File: src/rtl/hazard_stall_controller_if.sv
// Hazard/stall handshake bundle between the pipeline datapath and the stall controller.
// The datapath side (master) reports hazards; the controller side (slave) returns enables/clears.
interface hazard_stall_controller_if #(
  parameter int CNT_W = 16
);
  logic             load_use_D;
  logic             branch_taken_D;
  logic             imem_ready;
  logic             dmem_busy_M;
  logic             cnt_clr;
  logic             EN_PC;
  logic             EN_FD;
  logic             CLR_FD;
  logic             EN_DE;
  logic             CLR_DE;
  logic             EN_EM;
  logic [2:0]       state_o;
  logic [CNT_W-1:0] stall_cnt;
  logic [CNT_W-1:0] flush_cnt;
  logic             timeout_err;

  modport master (
    output load_use_D, branch_taken_D, imem_ready, dmem_busy_M, cnt_clr,
    input  EN_PC, EN_FD, CLR_FD, EN_DE, CLR_DE, EN_EM,
    input  state_o, stall_cnt, flush_cnt, timeout_err
  );

  modport slave (
    input  load_use_D, branch_taken_D, imem_ready, dmem_busy_M, cnt_clr,
    output EN_PC, EN_FD, CLR_FD, EN_DE, CLR_DE, EN_EM,
    output state_o, stall_cnt, flush_cnt, timeout_err
  );
endinterface

File: src/rtl/hazard_stall_controller.sv
// Five-stage pipeline hazard controller: prioritised stall/flush classification per cycle,
// registered state, wait-timeout watchdog and saturating stall/flush performance counters.
module hazard_stall_controller #(
  parameter int MAX_WAIT = 64,
  parameter int CNT_W    = 16
) (
  input  logic                 clk,
  input  logic                 rst,
  hazard_stall_controller_if.slave hz
);

  localparam int WAIT_W = $clog2(MAX_WAIT + 1);

  typedef enum logic [2:0] {
    RUN        = 3'd0,
    LOAD_STALL = 3'd1,
    IMEM_WAIT  = 3'd2,
    DMEM_WAIT  = 3'd3,
    FLUSH      = 3'd4
  } state_e;

  state_e            state_q, state_d;
  logic [WAIT_W-1:0] wait_cnt_q, wait_cnt_d;
  logic [CNT_W-1:0]  stall_cnt_q, stall_cnt_d;
  logic [CNT_W-1:0]  flush_cnt_q, flush_cnt_d;
  logic              timeout_q, timeout_d;

  logic en_pc, en_fd, clr_fd, en_de, clr_de, en_em;

  // Cycle classification; the class also names the next state.
  always_comb begin
    en_pc   = 1'b1;
    en_fd   = 1'b1;
    clr_fd  = 1'b0;
    en_de   = 1'b1;
    clr_de  = 1'b0;
    en_em   = 1'b1;
    state_d = RUN;
    if (hz.dmem_busy_M) begin
      en_pc   = 1'b0;
      en_fd   = 1'b0;
      en_de   = 1'b0;
      en_em   = 1'b0;
      state_d = DMEM_WAIT;
    end else if (hz.load_use_D && state_q != LOAD_STALL) begin
      // Hold PC/FD, bubble into DE; the taken branch is re-presented next cycle.
      en_pc   = 1'b0;
      en_fd   = 1'b0;
      clr_de  = 1'b1;
      state_d = LOAD_STALL;
    end else if (hz.branch_taken_D) begin
      clr_fd  = 1'b1;
      state_d = FLUSH;
    end else if (!hz.imem_ready) begin
      en_pc   = 1'b0;
      clr_fd  = 1'b1;
      state_d = IMEM_WAIT;
    end
  end

  always_comb begin
    wait_cnt_d = '0;
    if (state_d == IMEM_WAIT || state_d == DMEM_WAIT) begin
      if (state_d != state_q)
        wait_cnt_d = WAIT_W'(1);
      else if (wait_cnt_q != WAIT_W'(MAX_WAIT))
        wait_cnt_d = wait_cnt_q + WAIT_W'(1);
      else
        wait_cnt_d = wait_cnt_q;
    end
  end

  // Sticky: once the wait run hits the limit, only reset clears it.
  assign timeout_d = timeout_q | (wait_cnt_q == WAIT_W'(MAX_WAIT));

  always_comb begin
    stall_cnt_d = stall_cnt_q;
    flush_cnt_d = flush_cnt_q;
    if (hz.cnt_clr) begin
      stall_cnt_d = '0;
      flush_cnt_d = '0;
    end else begin
      if (!en_pc && stall_cnt_q != '1)
        stall_cnt_d = stall_cnt_q + CNT_W'(1);
      if (state_d == FLUSH && flush_cnt_q != '1)
        flush_cnt_d = flush_cnt_q + CNT_W'(1);
    end
  end

  always_ff @(posedge clk or posedge rst) begin
    if (rst) begin
      state_q     <= RUN;
      wait_cnt_q  <= '0;
      stall_cnt_q <= '0;
      flush_cnt_q <= '0;
      timeout_q   <= 1'b0;
    end else begin
      state_q     <= state_d;
      wait_cnt_q  <= wait_cnt_d;
      stall_cnt_q <= stall_cnt_d;
      flush_cnt_q <= flush_cnt_d;
      timeout_q   <= timeout_d;
    end
  end

  assign hz.EN_PC       = en_pc;
  assign hz.EN_FD       = en_fd;
  assign hz.CLR_FD      = clr_fd;
  assign hz.EN_DE       = en_de;
  assign hz.CLR_DE      = clr_de;
  assign hz.EN_EM       = en_em;
  assign hz.state_o     = state_q;
  assign hz.stall_cnt   = stall_cnt_q;
  assign hz.flush_cnt   = flush_cnt_q;
  assign hz.timeout_err = timeout_q;

endmodule

File: src/flat_wrapper.sv
// flat-port wrapper written by rule: the top's interface ports become plain ports
module hazard_stall_controller_flat 
#(
  parameter int MAX_WAIT = 64,
  parameter int CNT_W    = 16
)
  (clk, rst, hz_load_use_D, hz_branch_taken_D, hz_imem_ready, hz_dmem_busy_M, hz_cnt_clr, hz_EN_PC, hz_EN_FD, hz_CLR_FD, hz_EN_DE, hz_CLR_DE, hz_EN_EM, hz_state_o, hz_stall_cnt, hz_flush_cnt, hz_timeout_err);
  hazard_stall_controller_if #(.CNT_W(CNT_W)) hz_i ();
  input  logic clk;
  input  logic rst;
  input wire logic [$bits(hz_i.load_use_D)-1:0] hz_load_use_D;
  input wire logic [$bits(hz_i.branch_taken_D)-1:0] hz_branch_taken_D;
  input wire logic [$bits(hz_i.imem_ready)-1:0] hz_imem_ready;
  input wire logic [$bits(hz_i.dmem_busy_M)-1:0] hz_dmem_busy_M;
  input wire logic [$bits(hz_i.cnt_clr)-1:0] hz_cnt_clr;
  output wire logic [$bits(hz_i.EN_PC)-1:0] hz_EN_PC;
  output wire logic [$bits(hz_i.EN_FD)-1:0] hz_EN_FD;
  output wire logic [$bits(hz_i.CLR_FD)-1:0] hz_CLR_FD;
  output wire logic [$bits(hz_i.EN_DE)-1:0] hz_EN_DE;
  output wire logic [$bits(hz_i.CLR_DE)-1:0] hz_CLR_DE;
  output wire logic [$bits(hz_i.EN_EM)-1:0] hz_EN_EM;
  output wire logic [$bits(hz_i.state_o)-1:0] hz_state_o;
  output wire logic [$bits(hz_i.stall_cnt)-1:0] hz_stall_cnt;
  output wire logic [$bits(hz_i.flush_cnt)-1:0] hz_flush_cnt;
  output wire logic [$bits(hz_i.timeout_err)-1:0] hz_timeout_err;
  assign hz_i.load_use_D = hz_load_use_D;
  assign hz_i.branch_taken_D = hz_branch_taken_D;
  assign hz_i.imem_ready = hz_imem_ready;
  assign hz_i.dmem_busy_M = hz_dmem_busy_M;
  assign hz_i.cnt_clr = hz_cnt_clr;
  assign hz_EN_PC = hz_i.EN_PC;
  assign hz_EN_FD = hz_i.EN_FD;
  assign hz_CLR_FD = hz_i.CLR_FD;
  assign hz_EN_DE = hz_i.EN_DE;
  assign hz_CLR_DE = hz_i.CLR_DE;
  assign hz_EN_EM = hz_i.EN_EM;
  assign hz_state_o = hz_i.state_o;
  assign hz_stall_cnt = hz_i.stall_cnt;
  assign hz_flush_cnt = hz_i.flush_cnt;
  assign hz_timeout_err = hz_i.timeout_err;
  hazard_stall_controller #(.MAX_WAIT(MAX_WAIT), .CNT_W(CNT_W)) u_core (.clk(clk), .rst(rst), .hz(hz_i));
endmodule
File: config.mk
export PLATFORM = sky130hd
export DESIGN_NAME = hazard_stall_controller_flat
export DESIGN_NICKNAME = d
export VERILOG_FILES = /design/src/rtl/hazard_stall_controller_if.sv /design/src/rtl/hazard_stall_controller.sv /design/src/flat_wrapper.sv
export SDC_FILE = /design/constraint.sdc
export NUM_CORES = 1
export LEC_CHECK = 0
export CAP_MARGIN = 20
export CORE_MARGIN = 2
export CORE_UTILIZATION = 47
export DETAILED_ROUTE_END_ITERATION = 8
export PLACE_DENSITY_LB_ADDON = 0.2
export SETUP_SLACK_MARGIN = 0.1
export SLEW_MARGIN = 20
export SYNTH_ARGS = -nofsm -noshare
export SYNTH_HDL_FRONTEND = slang
export SYNTH_SLANG_ARGS = --single-unit
export TNS_END_PERCENT = 5
File: constraint.sdc
create_clock -name clk -period 2.06 [get_ports clk]
set_clock_uncertainty 0.05 [all_clocks]
set_input_delay 0.412 -clock clk [delete_from_list [all_inputs] [get_ports clk]]
set_output_delay 0.412 -clock clk [all_outputs]
set_load 0.05 [all_outputs]
# Word level (Yosys, flattened, before mapping)
# Index checks and enable logic that the tools add are counted.
# W data, S select, Z words.
dict set report op_classes {
  addsub 3
  n_mul 0
  div 0
  n_lt_le_gt_ge 0
  n_eq_ne 10
  n_shift 0
  n_mux 24
  bitwise_logic 1
  n_reduce_logical 7
}
# op count
set op_table {}
lappend op_table {{$mux W16} 4}
lappend op_table {{$add A16 B1 Y16 const B} 2}
lappend op_table {{$ne A16 B16 Y1 const B} 2}
lappend op_table {{$mux W7} 3}
lappend op_table {{$mux W1} 13}
lappend op_table {{$mux W3} 3}
lappend op_table {{$add A7 B1 Y7 const B} 1}
lappend op_table {{$eq A7 B7 Y1 const B} 1}
lappend op_table {{$ne A7 B7 Y1 const B} 1}
lappend op_table {{$eq A3 B2 Y1 const B} 2}
lappend op_table {{$reduce_bool A2 Y1} 2}
lappend op_table {{$eq A3 B3 Y1 const B} 1}
lappend op_table {{$logic_and A1 B1 Y1} 3}
lappend op_table {{$ne A3 B1 Y1 const B} 1}
lappend op_table {{$ne A3 B3 Y1} 1}
lappend op_table {{$ne A3 B3 Y1 const B} 1}
lappend op_table {{$mux W2} 1}
lappend op_table {{$logic_not A1 Y1} 1}
lappend op_table {{$logic_or A1 B1 Y1} 1}
lappend op_table {{$or A1 B1 Y1} 1}
dict set report totals {
  ff_bits 43
  latch_bits 0
  ram_bits 0
  mem_bits_ro 0
  in_bits 7
  output_inout_bits 42
  word_cells 50
  mem_count 0
}

# Depth between registers and ports, before layout
# Gate-level depths: netlist of run 1.
dict set report depth {
  word_depth 8
  mapped_depth 7
  mapped_depth_nobuf 5
}

# Worst setup path before layout of run 1
# No wires, ideal clock.
dict set report synth_timing {
  kind {flip-flop to output port}
  startpoint {register u_core.state_q[0] (netlist: u_core.hz.state_o[0])}
  endpoint {output hz_CLR_FD}
  arrival_time_ps 2854
  required_time_ps 1598
  path_slack_ps -1256
  path_stages_with_launch 5
  n_path_buf 0
  path_cell_list {dfrtp_1 -> or3b_4 -> a21oi_1 -> inv_1 -> a21oi_1}
}
dict set report synth_between {
  elab_chain_len 4
}
# item line
set synth_rtl {}
lappend synth_rtl {{start: declaration} hazard_stall_controller.sv:22} ;# state_e state_q, state_d;
lappend synth_rtl {{start signal: assignment} hazard_stall_controller.sv:98} ;# state_q <= state_d;
lappend synth_rtl {{$ne A3 B1 Y1} hazard_stall_controller.sv:45} ;# end else if (hz.load_use_D && state_q != LOAD_STALL) begin
lappend synth_rtl {{$logic_and A1 B1 Y1} hazard_stall_controller.sv:45}
lappend synth_rtl {{$mux W1} hazard_stall_controller.sv:45}
lappend synth_rtl {{$mux W1} hazard_stall_controller.sv:39} ;# if (hz.dmem_busy_M) begin
lappend synth_rtl {{end: declaration} flat_wrapper.sv:18} ;# output wire logic [$bits(hz_i.CLR_FD)-1:0] hz_CLR_FD;
# No other way between the ends.

# Worst setup path in the final report of run 1
dict set report layout_timing {
  startpoint {register u_core.state_q[2] (netlist: u_core.hz.state_o[2])}
  endpoint {output hz_CLR_FD}
}
# The elaborated chain is that of the path after synthesis.

==> results of run 1 <==
## layout make-up
| type | instances | area (um^2) |
|---|---|---|
| Clock buffer | 5 | 68.8 |
| Multi-Input combinational cell | 201 | 1410 |
| Tap cell | 70 | 87.6 |
| Clock inverter | 3 | 15.0 |
| Sequential cell | 43 | 1080 |
| Fill cell | 407 | 1570 |
| Timing Repair Buffer | 82 | 781 |
| Timing Repair inverter | 1 | 6.26 |
| Inverter | 12 | 52.6 |
## placed cells by master (no fill, tap or decap), types with 10 or more instances in the layout
master,netlist,layout
dfrtp_1,43,40
buf_4,2,43
nand2_1,12,11
o31ai_1,13,13
nor2b_1,10,10
or4_1,15,14
a21oi_1,22,17
nand3_1,17,17
dlygate4sd2_1,0,23
nor2_1,23,21
## critical path, cell delays in order (launching register included)
cell	delay (ps)
dfrtp_2	400
or3b_4	430
buf_6	140
a21oi_4	120
inv_2	70
a21oi_4	130
buf_12	150
## registers in the layout, indices dropped and copies added, names as in the netlist
signal,count
u_core.hz.stall_cnt,16
u_core.hz.timeout_err,1
u_core.wait_cnt_q,7
u_core.hz.state_o,3
u_core.hz.flush_cnt,16
## through the flow
stage	instance area, um^2	util [%]	cells
floorplan	2530	-	268
finish	3500	69.0	417
global placement	3300	65.0	401
detailed placement	3300	65.0	401
global route	3500	69.0	417
CTS	3430	67.5	413
## kinds of logic after synthesis
family | Yosys count | share of synthesized area, %
fa+ha+maj | 4 | 2.03
flops | 43 | 43.6
simple gates | 128 | 29.5
mux | 11 | 4.96
xor+xnor | 6 | 2.13
compound gates | 51 | 13.3
buf+inv | 25 | 4.56
## power by group through the flow
stage | Clock (uW) | Sequential [uW] | Combinational [uW]
floorplan | 0 | 924 | 132
global placement | 0 | 885 | 302
detailed placement | 0 | 885 | 306
CTS | 537 | 868 | 319
global route | 573 | 870 | 352
finish | 521 | 868 | 330
## repair_timing
action,CTS,global route
setup buffers,3,3
gates cloned,1,1
endpoints found under the setup margin,46,39
resized for setup,34,12
pin swaps,15,5
## layer usage
layer	track usage, %	vias to the layer above	routed length (um)
li1	-	1165	-
met1	26.9	1163	2770
met2	33.6	62	2930
met3	4.74	10	289
met4	8.00	0	81
met5	0	-	0
## worst max path at each step
stage,startpoint,end,slack (ps),cells after the start
after floorplan,u_core.hz.state_o[2],u_core.hz.flush_cnt[13],-170,5
after global placement,hz_branch_taken_D,u_core.hz.flush_cnt[15],-240,6
after detailed placement,hz_branch_taken_D,u_core.hz.flush_cnt[15],-290,6
after CTS,u_core.hz.state_o[1],hz_CLR_FD,-150,6
after global routing,u_core.hz.state_o[2],hz_CLR_FD,-190,6
final,u_core.hz.state_o[2],hz_CLR_FD,-150,6
==> impl_metrics.csv, run 1 <==
group,metric,value,unit
power,max-vdd-ir-drop,366,uV
sta,tns,-456,ps
global_route,antenna_found_initial,0,
finish,diodes,0,
cts,cts_tree,"yes",
power,power,1720,uW
synthesis,netlist_top_cells_area,"dfrtp_1 (44%), mux2_2 (4.6%), or4_1 (4.6%)",
run,drv_cap,0,
synthesis,ys_types,44,
synthesis,ys_ff_latch,43,
die,die_w,76.5,um
sta,relSlewSlack,58.4,%
die,die_area,5850,um^2
synthesis,synth_ff_type,"dfrtp_1",
die,fp.coreArea,5070,um^2
setup_path,crit_arrival,1750,ps
sta,timing.fmax,0.452,GHz
synthesis,ys_top_cells_by_count,"dfrtp_1 (43), nor2_1 (23), a21oi_1 (22)",
setup_path,cp-start-kind,"register",
synthesis,postSynthAreaPerCell,9.22,um^2
finish,nNetsFinal,357,
finish,drive_gt1_share,29.1,%
setup_path,ff2ff_setup_slack,-30,ps
sta,setup_viol,6,
routing,routedWlPerCell,14.6,um
global_route,grt_pass1_vias,2203,
die,fp-row-count,26,
power,switching_share,28.6,%
routing,vias,2400,
power,power.switching,492,uW
power,power.density,491,nW/um^2
global_route,grt_pass1_wl,9960,um
sta,slew_violations,0,
routing,viasPerCell,5.76,
die,start_util,48.7,%
finish,areaGrowthSynthToFinish,41.8,%
cts,ctsHoldBuffers,0,
global_route,grt_overflow,0,
setup_path,endpoint_kind,"output port",
die,io_pins,49,
power,combPwrFrac,19.2,%
synthesis,synth_edf_count,0,
sta,rsz0062_at_grt,"true",
sta,hold_viol_final,0,
synthesis,syn-num-nets,279,
setup_path,rr_endpoint,"u_core.hz.flush_cnt[5]",
synthesis,ys_seq_area_share,43.6,%
setup_path,critical_path_class,"reg2out",
cts,cts_max_level,2,
status,violations,"negative setup slack",
cts,clk_pin_slew,80,ps
cts,cts_buffer_depth,2,
synthesis,yosysMostFrequentCell,"dfrtp_1",
place,pre_cts_ws,-290,ps
power,clkPwrFrac,30.3,%
power,p_int,1230,uW
setup_path,path_max_fanout,4,
cts,insertion_delay,300,ps
global_route,grt_use_total,20.7,%
sta,post-route-period-util,108,%
global_route,grt_max_degree,43,
routing,drc_errors,0,
cts,clock-root-buffer,"clkbuf_8",
routing,wirelength,6080,um
setup_path,worstReg2RegStart,"u_core.hz.state_o[2]",
sta,min_period,2210,ps
power,leakage,0.00154,uW
routing,ant_nets,0,
synthesis,syn_area,2470,um^2
status,outcome,"finished with violations",
synthesis,yosys_warnings,0,
routing,drtIter0Drc,147,
synthesis,synthCells,268,
cts,cts_buffers,5,
synthesis,yosysTopAreaCell,"dfrtp_1",
routing,drt_first_pass_iters,4,
setup_path,reg2regPathDepth,5,
power,pwr-share-seq,50.5,%
cts,cts.sinks,43,
sta,postLayoutSetupSlackWorst,-155,ps
sta,hold_slack,426,ps
place,place_hpwl,4160,um
min_path,worstHoldPathType,"in2async",
sta,tightest_slew,624,ps
place,io_buffers,48,
synthesis,async_flop_share,100,%
synthesis,synth_top_area_share,43.6,%
die,die_h,76.5,um
setup_path,required,1600,ps
place,place_congestion,0.822,
Note: power is estimated with default switching activity, not from simulation.
==> inputs of run 2 (changes only) <==
--- a/config.mk
+++ b/config.mk
@@ -5,10 +5,10 @@
 export SDC_FILE = /design/constraint.sdc
 export NUM_CORES = 1
 export LEC_CHECK = 0
-export CAP_MARGIN = 20
 export CORE_MARGIN = 2
 export CORE_UTILIZATION = 47
 export DETAILED_ROUTE_END_ITERATION = 8
+export MAX_ROUTING_LAYER = met4
 export PLACE_DENSITY_LB_ADDON = 0.2
 export SETUP_SLACK_MARGIN = 0.1
 export SLEW_MARGIN = 20
==> impl_metrics.csv, run 2 (synthesized netlist as in run 1, its figures left out) <==
group,metric,value,unit
status,outcome,"finished with violations",
status,violations,"negative setup slack",
cts,insertion_delay,300,ps
cts,cts_buffer_depth,2,
sta,slew_violations,0,
place,numPlacedInstances,401,
cts,cts_tree,"yes",
setup_path,critical_path_class,"reg2out",
cts,cts.sinks,43,
finish,layout_common_cells,"buf_4 (43), dfrtp_1 (40), dlygate4sd2_1 (23)",
setup_path,required,1600,ps
sta,hold_viol_final,0,
routing,drc_errors,0,
sta,min_period,2210,ps
global_route,antenna_found_initial,0,
die,fp-row-count,26,
die,die_h,76.5,um
sta,hold_slack,426,ps
min_path,worstHoldPathType,"in2async",
sta,relSlewSlack,58.4,%
finish,nNetsFinal,357,
die,io_pins,49,
global_route,grt.busiest_layer,"met2",
power,power.density,491,nW/um^2
routing,wirelength,6070,um
global_route,met2_usage,33.6,%
power,leakage,0.00154,uW
cts,cts_buffers,5,
sta,post-route-period-util,107,%
sta,rsz0062_at_grt,"true",
global_route,grt_max_degree,43,
place,place_hpwl,4160,um
die,die_area,5850,um^2
place,io_buffers,48,
routing,viasPerCell,5.74,
cts,cts_max_level,2,
cts,clk_pin_slew,80,ps
run,drv_cap,0,
global_route,grt_use_met3,4.50,%
finish,drive_gt1_share,29.1,%
sta,tightest_slew,624,ps
finish,final_cells,417,
place,placed_area,3300,um^2
routing,drtIter0Drc,151,
die,fp.coreArea,5070,um^2
cts,ctsHoldBuffers,0,
setup_path,cp-start-kind,"register",
routing,ant_nets,0,
cts,clock-root-buffer,"clkbuf_8",
global_route,use_met1,27.0,%
setup_path,path_max_fanout,4,
setup_path,crit_arrival,1750,ps
finish,areaGrowthSynthToFinish,41.8,%
finish,final_cell_area,3500,um^2
sta,setup_viol,6,
global_route,grt_use_total,21.3,%
finish,final_common_cell,"buf_4",
place,pre_cts_ws,-290,ps
sta,timing.fmax,0.452,GHz
sta,postLayoutSetupSlackWorst,-154,ps
routing,vias,2395,
routing,drt_first_pass_iters,4,
power,max-vdd-ir-drop,366,uV
global_route,grt_pass1_wl,9960,um
die,start_util,48.7,%
die,die_w,76.5,um
routing,routedWlPerCell,14.6,um
finish,diodes,0,
sta,tns,-446,ps
place,place_congestion,0.835,
global_route,grt_overflow,0,
global_route,grt_pass1_vias,2203,
setup_path,endpoint_kind,"output port",
[run 2: cell counts in the layout (fill, tap and decap cells not counted)]
Identical to the previous run, type by type.
[run 2: timing repair]
item / 4_1_cts / 5_1_grt
setup endpoints to repair: 46 / 39
gates cloned: 1 / 1
pin swaps: 15 / 5
setup buffers: 3 / 3
resized for setup: 34 / 12
[run 2: layer usage]
metal	vias up	wire length [um]	part of all wire, %
met5	-	0	0
met4	0	80	1.3
met3	8	261	4.3
met2	55	2920	48
met1	1167	2820	46
li1	1165	-	-
[run 2: final cells by class]
| type | instances | area [um^2] |
|---|---|---|
| inverter | 12 | 52.6 |
| fill | 407 | 1570 |
| timing repair buffer | 82 | 781 |
| tap | 70 | 87.6 |
| clock buffer | 5 | 68.8 |
| sequential | 43 | 1080 |
| timing repair inverter | 1 | 6.26 |
| clock inverter | 3 | 15.0 |
| multi-input combinational | 201 | 1410 |
[run 2: final timing paths]
check | start | slack, ps | depth (start not counted) | endpoint
setup / recovery | u_core.hz.state_o[2] | -150 | 6 | hz_CLR_FD
hold / removal | rst | 430 | 2 | u_core.wait_cnt_q[3]
setup reg to reg | u_core.hz.state_o[2] | -20 | 5 | u_core.hz.flush_cnt[5]
hold reg to reg | u_core.hz.timeout_err | 430 | 1 | u_core.hz.timeout_err
max in group asynchronous | rst | 1020 | 3 | u_core.hz.flush_cnt[12]
min in group clk | u_core.hz.timeout_err | 430 | 1 | u_core.hz.timeout_err
[run 2: per-stage QoR]
step | total power [uW] | util, %
after global placement | 1190 | 65.0
after global routing | 1800 | 69.0
after detailed placement | 1190 | 65.0
after floorplan | 1060 | -
final | 1720 | 69.0
after CTS | 1720 | 67.5
[run 2: critical path, stage by stage, from the launching register on]
cell	delay [ps]
dfrtp_2	400
or3b_4	430
buf_6	140
a21oi_4	120
inv_2	70
a21oi_4	130
buf_12	150
[run 2: power breakdown]
part,leakage (uW),internal [uW],switching [uW]
clock network,0.0000477,232,289
logic,0.000902,138,192
registers,0.000586,857,10.6
total,0.00154,1230,492
